## config.mk

```make
export PLATFORM = sky130hd
export DESIGN_NAME = mux_scan_ctrl
export DESIGN_NICKNAME = d
export VERILOG_FILES = /design/src/rtl/mux_scan_ctrl.sv
export SDC_FILE = /design/constraint.sdc
export NUM_CORES = 1
export LEC_CHECK = 0
export CELL_PAD_IN_SITES_DETAIL_PLACEMENT = 1
export CELL_PAD_IN_SITES_GLOBAL_PLACEMENT = 1
export CORE_AREA = 2 2 67 69
export CTS_CLUSTER_DIAMETER = 60
export CTS_CLUSTER_SIZE = 20
export DETAILED_ROUTE_END_ITERATION = 16
export DIE_AREA = 0 0 69 71
export GPL_TIMING_DRIVEN = 0
export PLACE_DENSITY_LB_ADDON = 0.1
export SYNTH_ARGS = -nofsm -noshare
export SYNTH_HDL_FRONTEND = slang
export SYNTH_SLANG_ARGS = --single-unit
```

## constraint.sdc

```tcl
create_clock -name clk -period 3.1 [get_ports clk]
set_clock_uncertainty 0.1 [all_clocks]
set_input_delay 0.62 -clock clk [delete_from_list [all_inputs] [get_ports clk]]
set_output_delay 0.62 -clock clk [all_outputs]
set_load 0.03 [all_outputs]
```

## src/rtl/mux_scan_ctrl.sv

```systemverilog
// mux_scan_ctrl: sequential 4:1 mux channel scanner with start/done handshake; continuous scan under MUX_SCAN_CONT_EN
module mux_scan_ctrl #(
  parameter int SETTLE = 1
) (
  input  logic       clk,
  input  logic       rst_n,
  input  logic       start,
  input  logic [3:0] mask,
  input  logic       mux_out,
`ifdef MUX_SCAN_CONT_EN
  input  logic       cont,
`endif
  output logic       s0,
  output logic       s1,
  output logic       busy,
  output logic       done,
  output logic [3:0] sample
);
  typedef enum logic [1:0] {ST_IDLE, ST_SETTLE, ST_CAPTURE, ST_DONE} state_t;
  localparam logic [3:0] LOAD = SETTLE[3:0];
  localparam state_t FIRST = SETTLE == 0 ? ST_CAPTURE : ST_SETTLE;
  state_t state, state_n;
  logic [3:0] cnt, cnt_n, work, work_n, mask_q, mask_n, sample_n, hi, lm;
  logic [1:0] sel, sel_n;
  logic cont_go;
`ifdef MUX_SCAN_CONT_EN
  assign cont_go = cont;
`else
  assign cont_go = 1'b0;
`endif
  function automatic logic [1:0] lowest(input logic [3:0] m);
    return m[0] ? 2'd0 : m[1] ? 2'd1 : m[2] ? 2'd2 : m[3] ? 2'd3 : 2'd0;
  endfunction
  assign hi = mask_q & (4'b1110 << sel);
  assign lm = state == ST_IDLE ? mask : mask_q;
  assign {s1, s0} = sel;
  assign busy = state == ST_SETTLE || state == ST_CAPTURE;
  assign done = state == ST_DONE;
  always_comb begin
    state_n = state;
    cnt_n = cnt;
    sel_n = sel;
    work_n = work;
    mask_n = mask_q;
    sample_n = sample;
    case (state)
      ST_IDLE, ST_DONE: begin
        state_n = ST_IDLE;
        if (state == ST_IDLE ? start : cont_go) begin
          mask_n = lm;
          work_n = '0;
          sel_n = lowest(lm);
          cnt_n = LOAD;
          state_n = |lm ? FIRST : ST_DONE;
          sample_n = |lm ? sample : 4'b0000;
        end
      end
      ST_SETTLE: begin
        cnt_n = cnt - 4'd1;
        state_n = cnt <= 4'd1 ? ST_CAPTURE : ST_SETTLE;
      end
      ST_CAPTURE: begin
        work_n[sel] = mux_out;
        sel_n = |hi ? lowest(hi) : 2'd0;
        cnt_n = LOAD;
        state_n = |hi ? FIRST : ST_DONE;
        sample_n = |hi ? sample : work_n;
      end
    endcase
  end
  always_ff @(posedge clk) begin
    if (!rst_n) begin
      state <= ST_IDLE;
      cnt <= '0;
      sel <= '0;
      work <= '0;
      mask_q <= '0;
      sample <= '0;
    end else begin
      state <= state_n;
      cnt <= cnt_n;
      sel <= sel_n;
      work <= work_n;
      mask_q <= mask_n;
      sample <= sample_n;
    end
  end
endmodule
```

==> flow_summary.toml, run 1 <==
[synthesis]
synth.area.mux_share_pct = 3.39
dominantRegCellSynth = "sky130_fd_sc_hd__dfxtp_1"
postSynthNetCount = 162
ys_seq_elements = 20
ys_seq_area_share_pct = 33.9
synth_adder_area_share_pct = 6.35
synth_cell_type_count = 43
synth_xor_area_share_pct = 0
synth_largest_area_cell = "sky130_fd_sc_hd__dfxtp_1"
yosys_warnings = 0
synth_compound_gate_area_share_pct = 26.3
syn-mean-instance-area_um2 = 7.99
synth.cell_area_mm2 = 0.00118
synth_top_cells_by_area = "sky130_fd_sc_hd__dfxtp_1 (34%), sky130_fd_sc_hd__nand2_1 (7.9%), sky130_fd_sc_hd__ha_1 (6.3%)"
synth_top_area_share_pct = 33.9
synth_cells = 148
synth_simple_gate_area_share_pct = 24.9
dominant_combinational_cell_family_by_area_after_synthesis = "compound AO/OA/AOI/OAI gates"
number_of_enable_type_register_cells_in_the_synthesized_netlist = 0
synth-async-reset-ratio_pct = 0

[floorplanning]
floorplan.io_pins = 16
floorplan.core_area_mm2 = 0.00420
dieArea_mm2 = 0.00490
initial_utilization_pct = 28.1
chipWidth_um = 69
fp.dieH_um = 71
fp-row-count = 24

[placed_design]
detailedPlace.worstSlack_ns = 0.731
dpl_cell_area_mm2 = 0.00140
gp_routability_congestion = 0.748
detailed_place_hpwl_um = 2460
buffer_ports.inserted = 15

[power]
power.switching_fraction_pct = 42.4
intPower_uw = 708
p_per_area_mw_per_mm2 = 837
power.share.combinational_pct = 49.4
max-vdd-ir-drop_uv = 478
switchingPower_uw = 521
share_clk_of_total_power_pct = 21.9
static-leakage-power_nw = 0.547
sequential_share_of_power_pct = 28.7

[drt]
avgRoutedWirePerCell_um = 14.7
routed_wl_um = 3230
firstDrtPassIters = 4
num_vias = 1123
drt-initial-drc-count = 18
final_antenna_net_count = 0
drc = 0
via_per_inst = 5.13

[sta]
setup-tns-final_ns = 0
timing_worst_slew_pin_value_ns = 0.543
max_clock_freq_mhz = 416
timing.final.max_slew_violations = 0
final_critical_path_setup_slack_ns = 0.696
unrepaired_setup_endpoints_after_global_routing = "false"
period_share_pct = 77.6
final-hold-violation-count = 0
timing.slew.headroom_pct = 63.8
fin_crit_ns = 2.40
final-setup-viol-count = 0

[layout]
area_growth_pct = 24.2
layout_commonest_cell = "sky130_fd_sc_hd__nand2_1"
n_antenna_cell = 0
drive_above_1_share_pct = 7.19
finalNetCount = 182
commonest_cells_after_routing_fill_and_taps_aside = "sky130_fd_sc_hd__nand2_1 (25), sky130_fd_sc_hd__dfxtp_1 (20), sky130_fd_sc_hd__clkdlybuf4s50_1 (15), sky130_fd_sc_hd__nor2_1 (12), sky130_fd_sc_hd__a21oi_1 (12)"
stdcell_area_mm2 = 0.00147

[global_routing]
antenna_found_initial = 0
grt_max_degree = 13
grt_remaining_overflow = 0
gr-usage-all-layers_pct = 13.9
grt_first_pass_wirelength_um = 5530
vias_in_the_first_global_route = 1127

[clock_tree]
total_clock_buffers_created_by_cts = 3
ctsLongestPathBuffers = 2
clock_latency_ns = 0.26
post_cts_resize_count = 0
ctsHtreeMaxLevel = 1
clk_pin_slew_ns = 0.08
cts.hold.buffers_added = 0
post-cts-setup-buffer-count = 0
root_buffer = "sky130_fd_sc_hd__clkbuf_8"
numClockSinks = 20
tritoncts = "yes"

[run]
drv_cap = 0

[worst_setup_path]
path_max_fanout = 3
critPathLaunchType = "flop"
category_of_the_worst_setup_path_capture_point = "output port"
critical_path_class = "flop to output port"
reg2reg_depth = 7
timing.critical_path.arrival_ns = 1.68
worst-endpoint-required_ns = 2.38

[outcome]
outcome = "completed"

[min_path]
hold_path_class = "flop to flop"
hold_depth = 2
cells by family after synthesis:
group           after synthesis
buf+inv                      14
fa+ha+maj                     6
simple gates                 60
flops                        20
mux                           4
compound gates               44
power groups by stage:
stage          Sequential [mW]  Combinational [mW]  Clock, mW
2_1_floorplan            0.364               0.426          0
3_3_place_gp             0.355               0.594          0
3_5_place_dp             0.360               0.609          0
4_1_cts                  0.354               0.614      0.278
5_1_grt                  0.361               0.682      0.286
6_report                 0.353               0.607      0.269
synthesized netlist by cell type (2+ instances only):
library cell	instances
sky130_fd_sc_hd__and3_1	2
sky130_fd_sc_hd__clkbuf_1	5
sky130_fd_sc_hd__nand2_1	25
sky130_fd_sc_hd__a21boi_0	3
sky130_fd_sc_hd__o22ai_1	3
sky130_fd_sc_hd__ha_1	6
sky130_fd_sc_hd__o211ai_1	4
sky130_fd_sc_hd__nor2b_1	5
sky130_fd_sc_hd__inv_1	7
sky130_fd_sc_hd__nand2b_1	6
sky130_fd_sc_hd__mux2i_1	4
sky130_fd_sc_hd__o21a_1	3
sky130_fd_sc_hd__a21oi_1	12
sky130_fd_sc_hd__dfxtp_1	20
sky130_fd_sc_hd__o21ai_0	4
sky130_fd_sc_hd__nor2_1	12
routing by layer:
layer	part of all wire (%)	vias up	GRT usage, %	routed length (um)
met5	0	-	0	0
met1	47	540	17.0	1520
met2	49	16	25.3	1580
met4	1.2	0	3.27	40
li1	-	562	-	-
met3	3.0	5	2.28	98
state kept, by name (all words and copies together), names as in the netlist:
signal and flops:
sample 4, sel 2, work 4, state 2, mask_q 4, cnt 4
stage by stage:
stage          hold WS [ns]  utilization, %  total power [mW]  cells
3_3_place_gp          0.354            33.2             0.950    215
3_5_place_dp          0.369            33.2             0.969    215
5_1_grt               0.408            34.9              1.33    219
6_report              0.375            34.9              1.23    219
2_1_floorplan         0.344               -             0.790    148
4_1_cts               0.382            34.9              1.25    219
path summary, 6_finish.rpt:
kind	from	endpoint	slack (ns)
setup reg to reg	state[0]	state[0]	1.07
hold reg to reg	sample[1]	sample[1]	0.38
setup / recovery	state[0]	busy	0.70
hold / removal	sample[1]	sample[1]	0.38
critical path: stages (launching register included):
cell and delay, ns:
sky130_fd_sc_hd__dfxtp_1 0.37, sky130_fd_sc_hd__inv_1 0.08, sky130_fd_sc_hd__ha_1 0.29, sky130_fd_sc_hd__clkdlybuf4s50_1 0.67
layout make-up:
cell class | instances | area, um2
inverter | 7 | 26.3
buffer | 7 | 35.0
sequential | 20 | 400
timing repair buffer | 15 | 150
multi-input combinational | 114 | 721
tap | 52 | 65.1
fill | 520 | 2740
clock inverter | 1 | 30.0
clock buffer | 3 | 41.3
Power figures use the tool's default switching activity.
==> run 2, diff against run 1 <==
- clock period: 3.1 -> 2.35 ns (I/O delays scaled with it)
==> results of run 2 <==
The final DEF is identical to that of run 1. Status: completed.
Main changes from that run: setup slack after placement 0.731 ns -> 0.131 ns; setup slack after layout 0.696 ns -> 0.0956 ns; register-to-register setup slack 1.07 ns -> 0.32 ns; total power 1.23 mW -> 1.62 mW; worst IR drop on VDD 478 uV -> 631 uV
==> run 3, diff against run 2 <==
- PLACE_DENSITY: not set -> 0.59
- PLACE_DENSITY_LB_ADDON: 0.1 -> not set
==> flow_summary.toml, run 3 (same netlist as run 1, synthesis figures left out) <==
[run]
drv_cap = 0

[global_routing]
grt_max_degree = 13
vias_in_the_first_global_route = 1173
met3_usage_pct = 2.56
gr-usage-met1_pct = 17.4
antenna_found_initial = 0
gr-usage-all-layers_pct = 13.7
met2_usage_pct = 23.8
globalRoute.busiestLayer = "met2"
grt_remaining_overflow = 0
grt_first_pass_wirelength_um = 5530

[floorplanning]
fp.dieH_um = 71
fp-row-count = 24
floorplan.core_area_mm2 = 0.00420
floorplan.io_pins = 16
dieArea_mm2 = 0.00490
chipWidth_um = 69
initial_utilization_pct = 28.1

[drt]
drt-initial-drc-count = 46
num_vias = 1114
drc = 0
via_per_inst = 5.09
firstDrtPassIters = 4
routed_wl_um = 3110
avgRoutedWirePerCell_um = 14.2
final_antenna_net_count = 0

[placed_design]
detailed_place_hpwl_um = 2380
buffer_ports.inserted = 15
placed_cells = 215
detailedPlace.worstSlack_ns = 0.0967
gp_routability_congestion = 0.771

[clock_tree]
ctsLongestPathBuffers = 2
clock_latency_ns = 0.26
clk_pin_slew_ns = 0.08
ctsHtreeMaxLevel = 1
cts.hold.buffers_added = 0
total_clock_buffers_created_by_cts = 3
tritoncts = "yes"
numClockSinks = 20
post_cts_resize_count = 0
post-cts-setup-buffer-count = 0
root_buffer = "sky130_fd_sc_hd__clkbuf_8"

[min_path]
hp-start = "sample[3]"
hold_path_class = "flop to flop"
hold_path_end = "sample[3]"
hold_depth = 2

[outcome]
outcome = "completed"

[sta]
final-hold-violation-count = 0
timing_worst_slew_pin_value_ns = 0.582
max_clock_freq_mhz = 446
timing.slew.headroom_pct = 61.2
final-setup-viol-count = 0
fin_crit_ns = 2.24
period_share_pct = 95.3
timing.final.max_slew_violations = 0
unrepaired_setup_endpoints_after_global_routing = "false"
setup-tns-final_ns = 0
final_critical_path_setup_slack_ns = 0.109

[layout]
area_growth_pct = 24.2
count_of_placed_standard_cells_in_the_final_layout_fillers_left_out = 219
drive_above_1_share_pct = 7.19
n_antenna_cell = 0
commonest_cells_after_routing_fill_and_taps_aside = "sky130_fd_sc_hd__nand2_1 (25), sky130_fd_sc_hd__dfxtp_1 (20), sky130_fd_sc_hd__clkdlybuf4s50_1 (15), sky130_fd_sc_hd__nor2_1 (12), sky130_fd_sc_hd__a21oi_1 (12)"
finalNetCount = 182
layout_commonest_cell = "sky130_fd_sc_hd__nand2_1"

[power]
power.switching_fraction_pct = 42.0
design_power_total_mw = 1.61
power.share.combinational_pct = 49.5
intPower_uw = 933
static-leakage-power_nw = 0.547
sequential_share_of_power_pct = 28.7
p_per_area_mw_per_mm2 = 1100
max-vdd-ir-drop_uv = 312
switchingPower_uw = 676
share_clk_of_total_power_pct = 21.8

[worst_setup_path]
crit-reg2reg-capture = "sample[2]"
worst-endpoint-required_ns = 1.78
path_max_fanout = 3
reg2reg_slack_ns = 0.33
timing.critical_path.arrival_ns = 1.67
critPathLaunchType = "flop"
critical_path_class = "flop to output port"
category_of_the_worst_setup_path_capture_point = "output port"
worst_r2r_startpoint = "state[1]"
reg2reg_depth = 6
-- run 3: cell counts in the layout (fill, tap and decap cells not counted) --
Identical to the previous run, type by type.
-- run 3: metrics by stage --
step / utilization [%] / hold WS [ns] / instance area, um2
after global routing: 34.9 / 0.405 / 1470
after CTS: 34.9 / 0.387 / 1470
after floorplan: - / 0.344 / 1180
after global placement: 33.2 / 0.357 / 1400
final: 34.9 / 0.385 / 1470
after detailed placement: 33.2 / 0.375 / 1400
-- run 3: critical path, cell delays in order (launching register included) --
cell,delay (ns)
sky130_fd_sc_hd__dfxtp_1,0.37
sky130_fd_sc_hd__inv_1,0.08
sky130_fd_sc_hd__ha_1,0.30
sky130_fd_sc_hd__clkdlybuf4s50_1,0.67
-- run 3: final cells by class --
class / count / area [um2]
tap: 52 / 65.1
clock buffer: 3 / 41.3
timing repair buffer: 15 / 150
buffer: 7 / 35.0
inverter: 7 / 26.3
fill: 526 / 2740
multi-input combinational: 114 / 721
sequential: 20 / 400
clock inverter: 1 / 30.0
-- run 3: worst max-delay path by stage --
stage / slack [ns] / from / end
final: 0.11 / state[1] / busy
after floorplan: 0.45 / state[0] / cnt[0]
after global placement: 0.16 / start / sample[3]
after global routing: 0.05 / state[0] / busy
after detailed placement: 0.1 / start / sample[2]
after CTS: 0.09 / state[1] / busy
-- run 3: layer usage --
layer,up-vias,share of wire (%),routed length [um]
li1,561,-,-
met1,535,47,1460
met2,13,49,1530
met3,5,2.6,82
met4,0,1.2,38
met5,-,0,0
-- run 3: power groups by stage --
stage	registers [mW]	logic (mW)	clock network, mW
floorplan	0.481	0.562	0
global placement	0.469	0.785	0
detailed placement	0.471	0.805	0
CTS	0.463	0.809	0.363
global route	0.475	0.895	0.379
finish	0.462	0.796	0.350
